**config.mk**
```make
export PLATFORM = sky130hd
export DESIGN_NAME = vip_ycbcr444_rgb888
export DESIGN_NICKNAME = d
export VERILOG_FILES = /design/src/rtl/vip_pkg.sv /design/src/rtl/vip_sync_delay.sv /design/src/rtl/vip_ycbcr444_rgb888.sv
export SDC_FILE = /design/constraint.sdc
export NUM_CORES = 1
export LEC_CHECK = 0
export CAP_MARGIN = 20
export CORE_ASPECT_RATIO = 0.7
export CORE_MARGIN = 5
export CORE_UTILIZATION = 25
export CTS_CLUSTER_DIAMETER = 40
export DETAILED_ROUTE_END_ITERATION = 12
export PLACE_DENSITY = 0.44
export SLEW_MARGIN = 10
export SYNTH_ARGS = -nofsm -noshare
export SYNTH_HDL_FRONTEND = slang
export SYNTH_SLANG_ARGS = --single-unit
```
**constraint.sdc**
```tcl
create_clock -name clk -period 11.1 [get_ports clk]
set_input_delay 2.22 -clock clk [delete_from_list [all_inputs] [get_ports clk]]
set_output_delay 2.22 -clock clk [all_outputs]
set_load 0.005 [all_outputs]
```
**src/rtl/vip_pkg.sv**
```systemverilog
// Shared constants for the VIP colour-space stages: pipeline latency,
// Q8 YCbCr->RGB coefficient sets and a saturating 8-bit clamp.
package vip_pkg;

   localparam int VIP_LATENCY_YCC2RGB = 3;
   localparam int VIP_ROUND_Q8        = 128;

   // Full range (JPEG), luma taken as Y*256
   localparam int VIP_FR_K_RCR = 359;
   localparam int VIP_FR_K_GCB = 88;
   localparam int VIP_FR_K_GCR = 183;
   localparam int VIP_FR_K_BCB = 454;

   // Studio range (BT.601), luma taken as 298*(Y-16)
   localparam int VIP_SR_K_Y   = 298;
   localparam int VIP_SR_K_RCR = 409;
   localparam int VIP_SR_K_GCB = 100;
   localparam int VIP_SR_K_GCR = 208;
   localparam int VIP_SR_K_BCB = 516;

   function automatic logic [7:0] vip_clamp8(input logic signed [19:0] v);
      if (v[19])
         return 8'd0;
      else if (v > 20'sd255)
         return 8'hFF;
      else
         return v[7:0];
   endfunction

endpackage

```
**src/rtl/vip_sync_delay.sv**
```systemverilog
// Fixed-depth shift register for the {vsync, href, clken} framing bundle,
// synchronous active-low reset; shared by the VIP pipeline stages.
module vip_sync_delay #(
   parameter int DEPTH = 3
) (
   input  logic clk,
   input  logic rst_n,
   input  logic vsync,
   input  logic href,
   input  logic clken,
   output logic vsync_dly,
   output logic href_dly,
   output logic clken_dly
);

   genvar gi;
   generate
      for (gi = 0; gi < DEPTH; gi++) begin : g_stage
         logic [2:0] q_reg;
         if (gi == 0) begin : g_head
            always_ff @(posedge clk) begin
               if (!rst_n)
                  q_reg <= '0;
               else
                  q_reg <= {vsync, href, clken};
            end
         end else begin : g_tail
            always_ff @(posedge clk) begin
               if (!rst_n)
                  q_reg <= '0;
               else
                  q_reg <= g_stage[gi-1].q_reg;
            end
         end
      end
   endgenerate

   assign {vsync_dly, href_dly, clken_dly} = g_stage[DEPTH-1].q_reg;

endmodule

```
**src/rtl/vip_ycbcr444_rgb888.sv**
```systemverilog
// 3-stage YCbCr 4:4:4 -> RGB888 converter with framing carried alongside.
// Define VIP_FULL_RANGE_EN for full-range (JPEG) maths; otherwise BT.601 studio range.
module vip_ycbcr444_rgb888
   import vip_pkg::*;
#(
   parameter int OUT_BLANK_ZERO = 1
) (
   input  logic       clk,
   input  logic       rst_n,
   input  logic       per_frame_vsync,
   input  logic       per_frame_href,
   input  logic       per_frame_clken,
   input  logic [7:0] per_img_Y,
   input  logic [7:0] per_img_Cb,
   input  logic [7:0] per_img_Cr,
   output logic       post_frame_vsync,
   output logic       post_frame_href,
   output logic       post_frame_clken,
   output logic [7:0] post_img_red,
   output logic [7:0] post_img_green,
   output logic [7:0] post_img_blue
);

`ifdef VIP_FULL_RANGE_EN
   localparam logic signed [10:0] K_RCR = 11'(VIP_FR_K_RCR);
   localparam logic signed [10:0] K_GCB = 11'(VIP_FR_K_GCB);
   localparam logic signed [10:0] K_GCR = 11'(VIP_FR_K_GCR);
   localparam logic signed [10:0] K_BCB = 11'(VIP_FR_K_BCB);
`else
   localparam logic signed [10:0] K_Y   = 11'(VIP_SR_K_Y);
   localparam logic signed [10:0] K_RCR = 11'(VIP_SR_K_RCR);
   localparam logic signed [10:0] K_GCB = 11'(VIP_SR_K_GCB);
   localparam logic signed [10:0] K_GCR = 11'(VIP_SR_K_GCR);
   localparam logic signed [10:0] K_BCB = 11'(VIP_SR_K_BCB);
`endif
   localparam logic signed [19:0] ROUND = 20'(VIP_ROUND_Q8);

   logic signed [8:0]  cb_off, cr_off;
   logic signed [19:0] y_term;
   logic signed [19:0] y_s1_reg;
   logic signed [17:0] rcr_s1_reg, gcb_s1_reg, gcr_s1_reg, bcb_s1_reg;
   logic signed [19:0] r_sum, g_sum, b_sum;
   logic signed [19:0] r_s2_reg, g_s2_reg, b_s2_reg;
   logic [7:0]         red_reg, green_reg, blue_reg;

   assign cb_off = $signed({1'b0, per_img_Cb}) - 9'sd128;
   assign cr_off = $signed({1'b0, per_img_Cr}) - 9'sd128;

`ifdef VIP_FULL_RANGE_EN
   assign y_term = $signed({4'b0, per_img_Y, 8'b0});
`else
   logic signed [8:0] y_off;
   // Y below 16 gives a negative luma term; the final clamp absorbs it
   assign y_off  = $signed({1'b0, per_img_Y}) - 9'sd16;
   assign y_term = 20'(y_off) * 20'(K_Y);
`endif

   always_ff @(posedge clk) begin
      if (!rst_n) begin
         y_s1_reg   <= '0;
         rcr_s1_reg <= '0;
         gcb_s1_reg <= '0;
         gcr_s1_reg <= '0;
         bcb_s1_reg <= '0;
      end else begin
         y_s1_reg   <= y_term;
         rcr_s1_reg <= 18'(cr_off) * 18'(K_RCR);
         gcb_s1_reg <= 18'(cb_off) * 18'(K_GCB);
         gcr_s1_reg <= 18'(cr_off) * 18'(K_GCR);
         bcb_s1_reg <= 18'(cb_off) * 18'(K_BCB);
      end
   end

   always_comb begin
      r_sum = y_s1_reg + 20'(rcr_s1_reg) + ROUND;
      g_sum = y_s1_reg - 20'(gcb_s1_reg) - 20'(gcr_s1_reg) + ROUND;
      b_sum = y_s1_reg + 20'(bcb_s1_reg) + ROUND;
   end

   always_ff @(posedge clk) begin
      if (!rst_n) begin
         r_s2_reg <= '0;
         g_s2_reg <= '0;
         b_s2_reg <= '0;
      end else begin
         r_s2_reg <= r_sum >>> 8;
         g_s2_reg <= g_sum >>> 8;
         b_s2_reg <= b_sum >>> 8;
      end
   end

   always_ff @(posedge clk) begin
      if (!rst_n) begin
         red_reg   <= '0;
         green_reg <= '0;
         blue_reg  <= '0;
      end else begin
         red_reg   <= vip_clamp8(r_s2_reg);
         green_reg <= vip_clamp8(g_s2_reg);
         blue_reg  <= vip_clamp8(b_s2_reg);
      end
   end

   vip_sync_delay #(
      .DEPTH (VIP_LATENCY_YCC2RGB)
   ) u_sync_delay (
      .clk       (clk),
      .rst_n     (rst_n),
      .vsync     (per_frame_vsync),
      .href      (per_frame_href),
      .clken     (per_frame_clken),
      .vsync_dly (post_frame_vsync),
      .href_dly  (post_frame_href),
      .clken_dly (post_frame_clken)
   );

   // Blanking keys off the delayed href so it lines up with the stage-3 data
   assign post_img_red   = (OUT_BLANK_ZERO != 0 && !post_frame_href) ? 8'd0 : red_reg;
   assign post_img_green = (OUT_BLANK_ZERO != 0 && !post_frame_href) ? 8'd0 : green_reg;
   assign post_img_blue  = (OUT_BLANK_ZERO != 0 && !post_frame_href) ? 8'd0 : blue_reg;

endmodule
```
==> results_dict.tcl, run 1 <==
set metrics [dict create \
    final_layout_size_suffix_gt1_share_pct 4.00 \
    cts_sinks 145 \
    synth.top_cells.by_count "ha_1 (257), inv_1 (171), dfxtp_1 (145), and2_1 (128), fa_1 (54)" \
    rsz0062_at_grt "false" \
    powerDensity_nw_per_um2 229 \
    num-nets-final 1528 \
    drt-initial-drc-count 273 \
    wirelength_um 23700 \
    hold_viol_final 0 \
    setup_viol 0 \
    fin_ws_ps 4260 \
    grt_pass1_wl_um 39000 \
    synthMuxAreaShare_pct 0.459 \
    path_clk_slew_ps 60 \
    drv_cap 0 \
    worstReg2RegEnd "g_s2_reg[10]" \
    peakVddDrop_mv 0.118 \
    yosys.area.top_type "ha_1" \
    synth_top_flop_cell "dfxtp_1" \
    grt_use_total_pct 9.91 \
    ff2ff_path_depth 11 \
    holdPathEnd "u_sync_delay.g_stage[1].q_reg[0]" \
    slew_headroom_pct 40.7 \
    num_io_pins 56 \
    syn_to_final_growth_pct 16.1 \
    num_vias 7215 \
    setup_tns_ps 0 \
    cts_setup_buffers 0 \
    netlist_area_sq_um 11200 \
    design.die.area_sq_um 49100 \
    synth_compound_area_share_pct 10.3 \
    cts_root_buffer "clkbuf_16" \
    power.leakage_uw 0.00641 \
    startpoint_type "input pin" \
    die_w_um 263 \
    crit_chain "clkdlybuf4s50_1 > inv_1 > ha_1 > nor3b_2 > ha_1 > ha_1 > inv_1 > fa_1 > fa_1 > inv_1 > ha_1 > inv_1 > o21ai_2 > a2111o_1 > a41oi_2 > o21ai_1 > xor2_1 > and2_1" \
    synth_xor_area_share_pct 5.80 \
    grt_pass1_vias 7192 \
    dr.pass1.iters 5 \
    drc_errors 0 \
    synth.top_cell.area_share_pct 28.8 \
    reg2reg_from "y_s1_reg[6]" \
    slowest_delay_ps 740 \
    critical_path_class "input pin to flip-flop" \
    synth_seq_cells 145 \
    start_util_pct 25.4 \
    synth_enable_flop_cells 0 \
    layout_min_cycle_time_ps 6840 \
    dp_cells 1763 \
    r2r_setup_slack_ps 7850 \
    slew_violations 0 \
    grt_max_degree 69 \
    min_path_cells 1 \
    min_path_type "flip-flop to flip-flop" \
    instances_no_fill 1795 \
    num_rows 64 \
    seq_area_frac_synth_pct 26.0 \
    cts_resized 0 \
    htreeDepth 4 \
    clockBufferDepth 2 \
    max_freq_mhz 146 \
    status "finished clean" \
    antenna_found_initial 0 \
    grt-ovfl-total 0 \
    antenna_left 0 \
    syn_nets 1475 \
    synth-simple-area-share_pct 12.5 \
    hpwlAfterDp_um 19900 \
    async_reset_ff_share_pct 0 \
    worst_pin_slew_ps 886 \
    wl_per_cell_um 13.2 \
    core-area_sq_um 44000 \
    cts_buffers 17 \
    crit_path_end_kind "flip-flop" \
    die_y_um 187 \
    min_from "u_sync_delay.g_stage[0].q_reg[0]" \
    syn_avg_cell_area_sq_um 9.84 \
    cp.arrival_ps 7180 \
    period_share_pct 61.6 \
    yosys.cell_count.top_type "ha_1" \
    vias_per_cell 4.02 \
    synth_fa_ha_area_share_pct 38.5 \
    crit_required_ps 11430 \
    ys_top_cells_by_area "ha_1 (29%), dfxtp_1 (26%), fa_1 (9.7%)" \
    ys_warn_count 0 \
    cp_max_fo 13 \
    cts_tree "built" \
    gp_congestion 0.761 \
    fin_skew_ps 12.2 \
    place_ws_ps 3810 \
    portBuffers 55 \
    holdBufCountCts 0 \
    antenna-diode-count 0 \
    syn_inst 1135 \
    synth.distinct_cells 54 \
    synth_top_family_by_area "adder cells" \
    clk_latency_ps 440 \
    cpMaxStageDelayCell "nor3b_2" \
]
[worst max-delay path: cells and delay by family]
family | cells | cell delay (ps)
adders and majority gates | 6 | 2220
buffers and inverters | 5 | 810
AOI/OAI and AO/OA | 4 | 880
and+or+nand+nor | 2 | 890
xor gates and xnor gates | 1 | 140
[layer usage]
metal  vias up  part of all wire, %  routed length (um)  global-route usage [%]
met5         -                    0                   0                       0
met3        16                  3.6                 863                    2.17
met1      3276                   57               13500                    15.6
met4         0                 0.84                 198                    2.37
met2        69                   39                9130                    13.5
li1       3854                    -                   -                       -
[power by group]
part,internal [uW],switching [uW],total [uW]
clock,335,238,573
combinational,757,906,1660
sequential,666,72.2,738
total,1760,1220,2970
[layout make-up]
cell class	instances	area (sq um)
clock buffers	19	433
clock inverters	13	154
fillers	4640	31000
inverters	171	642
multi-input cells	797	7540
flip-flops and latches	145	2900
well taps	594	743
repair buffers	56	556
[stage by stage]
step / util, % / hold slack [ps] / total power, uW / cell area (sq um)
after floorplan: - / 412 / 1990 / 11200
after global placement: 28.2 / 414 / 2430 / 12400
after detailed placement: 28.2 / 423 / 2420 / 12400
after CTS: 29.5 / 437 / 3030 / 13000
after global routing: 29.5 / 448 / 3290 / 13000
final: 29.5 / 434 / 2970 / 13000
[placed cells by master (no fill, tap or decap), drive strengths merged, types with 2 or more instances in the layout]
| cell | instances |
|---|---|
| a21boi | 3 |
| nor2 | 15 |
| dfxtp | 145 |
| xnor2 | 49 |
| and3 | 5 |
| nand4 | 3 |
| xor2 | 25 |
| nor3 | 10 |
| nor3b | 7 |
| and2 | 129 |
| o211ai | 2 |
| inv | 175 |
| bufinv | 2 |
| nor2b | 16 |
| fa | 54 |
| nand2b | 8 |
| o2111ai | 2 |
| a31oi | 10 |
| clkinvlp | 2 |
| o21bai | 11 |
| or2 | 5 |
| nand2 | 25 |
| clkdlybuf4s50 | 54 |
| clkinv | 5 |
| or3 | 7 |
| nand3 | 4 |
| ha | 257 |
| a21oi | 51 |
| o21ai | 22 |
| o21a | 26 |
| a211oi | 2 |
| a21o | 29 |
| a211o | 2 |
| clkbuf | 19 |
| mux2i | 4 |
| buf | 2 |
[cell families (layout without fill, tap and decap cells)]
logic type / Yosys count / in the layout
adder cells (fa/ha/maj): 311 / 311
AND/OR/NAND/NOR: 238 / 238
XOR/XNOR: 74 / 74
buffers and inverters: 193 / 259
multiplexers: 5 / 5
AO/OA/AOI/OAI: 169 / 169
flip-flops: 145 / 145
[how the worst max path moves through the flow]
stage            startpoint           end  cells past startpoint
2_1_floorplan  per_img_Y[4]  y_s1_reg[17]                     17
3_3_place_gp   per_img_Y[4]  y_s1_reg[17]                     18
3_5_place_dp   per_img_Y[4]  y_s1_reg[17]                     18
4_1_cts        per_img_Y[4]  y_s1_reg[17]                     18
5_1_grt        per_img_Y[4]  y_s1_reg[17]                     18
6_report       per_img_Y[4]  y_s1_reg[17]                     18
Note: power is estimated with default switching activity, not from simulation.
==> inputs of run 2 (changes only) <==
Settings changed: PLACE_DENSITY 0.44 to 0.45.
Clock period 11.1 ns to 6.1 ns, I/O delays scaled along.
==> run 2 against run 1 <==
Design area increased by 0.41%; wire length increased by 0.20%; first-iteration DRC count decreased by 18%; core utilization increased by 0.12 points; clock skew decreased by 3.0 ps; critical endpoint is now rcr_s1_reg[16]; largest cell class unchanged.
==> results_dict.tcl, run 2 (same netlist as run 1, synthesis figures left out) <==
set metrics [dict create \
    num_io_pins 56 \
    design.die.area_sq_um 49100 \
    instances_no_fill 1801 \
    min_path_cells 1 \
    portBuffers 55 \
    final_cell_mix "ha_1 (257), inv_1 (171), dfxtp_1 (145)" \
    peakVddDrop_mv 0.221 \
    num_vias 7224 \
    cts_sinks 145 \
    die_y_um 187 \
    cp_max_fo 4 \
    hpwlAfterDp_um 19900 \
    wirelength_um 23700 \
    cts_setup_buffers 0 \
    slew_violations 0 \
    layout_min_cycle_time_ps 5420 \
    cp.arrival_ps 5740 \
    status "finished clean" \
    grt_pass1_vias 7344 \
    cts_root_buffer "clkbuf_16" \
    antenna_found_initial 0 \
    num-nets-final 1534 \
    crit_path_end_kind "flip-flop" \
    holdBufCountCts 0 \
    clockBufferDepth 2 \
    nFillCells 4594 \
    htreeDepth 4 \
    hold_slack_ps 428 \
    worst_pin_slew_ps 810 \
    grt_use_total_pct 10.0 \
    fin_skew_ps 9.21 \
    crit_chain "clkdlybuf4s50_1 > ha_1 > ha_1 > inv_1 > fa_1 > fa_1 > inv_1 > ha_1 > fa_1 > a21o_1 > a21o_1 > a21o_1 > a21oi_1 > o21ai_1 > a31oi_1 > xnor2_1 > and2_1" \
    cts_tree "built" \
    num_rows 64 \
    grt-ovfl-total 0 \
    vias_per_cell 4.01 \
    drt-initial-drc-count 225 \
    critical_path_class "input pin to flip-flop" \
    core-area_sq_um 44000 \
    setup_viol 0 \
    start_util_pct 25.4 \
    dr.pass1.iters 4 \
    slew_headroom_pct 46.0 \
    period_share_pct 88.9 \
    die_w_um 263 \
    dp_cells 1769 \
    cts_resized 0 \
    max_freq_mhz 184 \
    syn_to_final_growth_pct 16.6 \
    powerDensity_nw_per_um2 417 \
    antenna-diode-count 0 \
    gp_congestion 0.775 \
    hold_viol_final 0 \
    final_common_cell "ha_1" \
    drc_errors 0 \
    startpoint_type "input pin" \
    drv_cap 0 \
    path_clk_slew_ps 60 \
    final_layout_size_suffix_gt1_share_pct 4.56 \
    power.leakage_uw 0.00644 \
    min_path_type "flip-flop to flip-flop" \
    rsz0062_at_grt "false" \
    finalPower_uw 5440 \
    clk_latency_ps 430 \
    wl_per_cell_um 13.2 \
    slowest_delay_ps 590 \
    cpMaxStageDelayCell "clkdlybuf4s50_1" \
    grt_pass1_wl_um 39600 \
    setup_tns_ps 0 \
    grt_max_degree 105 \
    cts_buffers 17 \
    crit_required_ps 6420 \
    antenna_left 0 \
    ff2ff_path_depth 11 \
]
[run 2: cell types whose count changed in the layout (fill, tap and decap cells not counted)]
cell,delta
clkinvlp_4,+2
buf_4,+6
clkinv_4,-3
inv_6,+1
clkbuf_8,+1
clkbuf_1,-1
[run 2: cell type report]
class / count / area, sq um / share of cell area, %
inverters: 171 / 642 / 4.93
clock inverters: 13 / 151 / 1.16
flip-flops and latches: 145 / 2900 / 22.3
clock buffers: 19 / 443 / 3.40
repair buffers: 62 / 601 / 4.61
multi-input cells: 797 / 7540 / 57.9
well taps: 594 / 743 / 5.70
[run 2: routing by layer]
metal	global-route usage, %	wire length (um)	share of wire [%]
met5	0	0	0
met4	1.83	199	0.84
met3	2.55	929	3.9
met2	14.1	9200	39
met1	15.4	13400	56
[run 2: worst paths after layout]
path / slack, ps / to / start
setup / recovery: 680 / rcr_s1_reg[16] / per_img_Cr[4]
hold / removal: 430 / u_sync_delay.g_stage[1].q_reg[0] / u_sync_delay.g_stage[0].q_reg[0]
setup reg to reg: 2780 / g_s2_reg[9] / y_s1_reg[6]
hold reg to reg: 430 / u_sync_delay.g_stage[1].q_reg[0] / u_sync_delay.g_stage[0].q_reg[0]
[run 2: power breakdown]
group          internal (uW)  switching, uW  total [uW]
Clock                    620            428        1050
Sequential              1210            131        1340
Combinational           1380           1670        3050
Total                   3210           2230        5440
[run 2: metrics by stage]
step	util [%]	instance area [sq um]	setup slack (ps)
global route	29.6	13000	394
finish	29.6	13000	679
CTS	29.6	13000	665
floorplan	-	11200	691
global placement	28.3	12400	278
detailed placement	28.3	12400	241
[run 2: critical path, delay by kind of cell]
family | cells | cell delay, ps
AOI/OAI and AO/OA | 6 | 1130
xor gates and xnor gates | 1 | 90
adders and majority gates | 6 | 2450
buffers and inverters | 3 | 680
and+or+nand+nor | 1 | 160
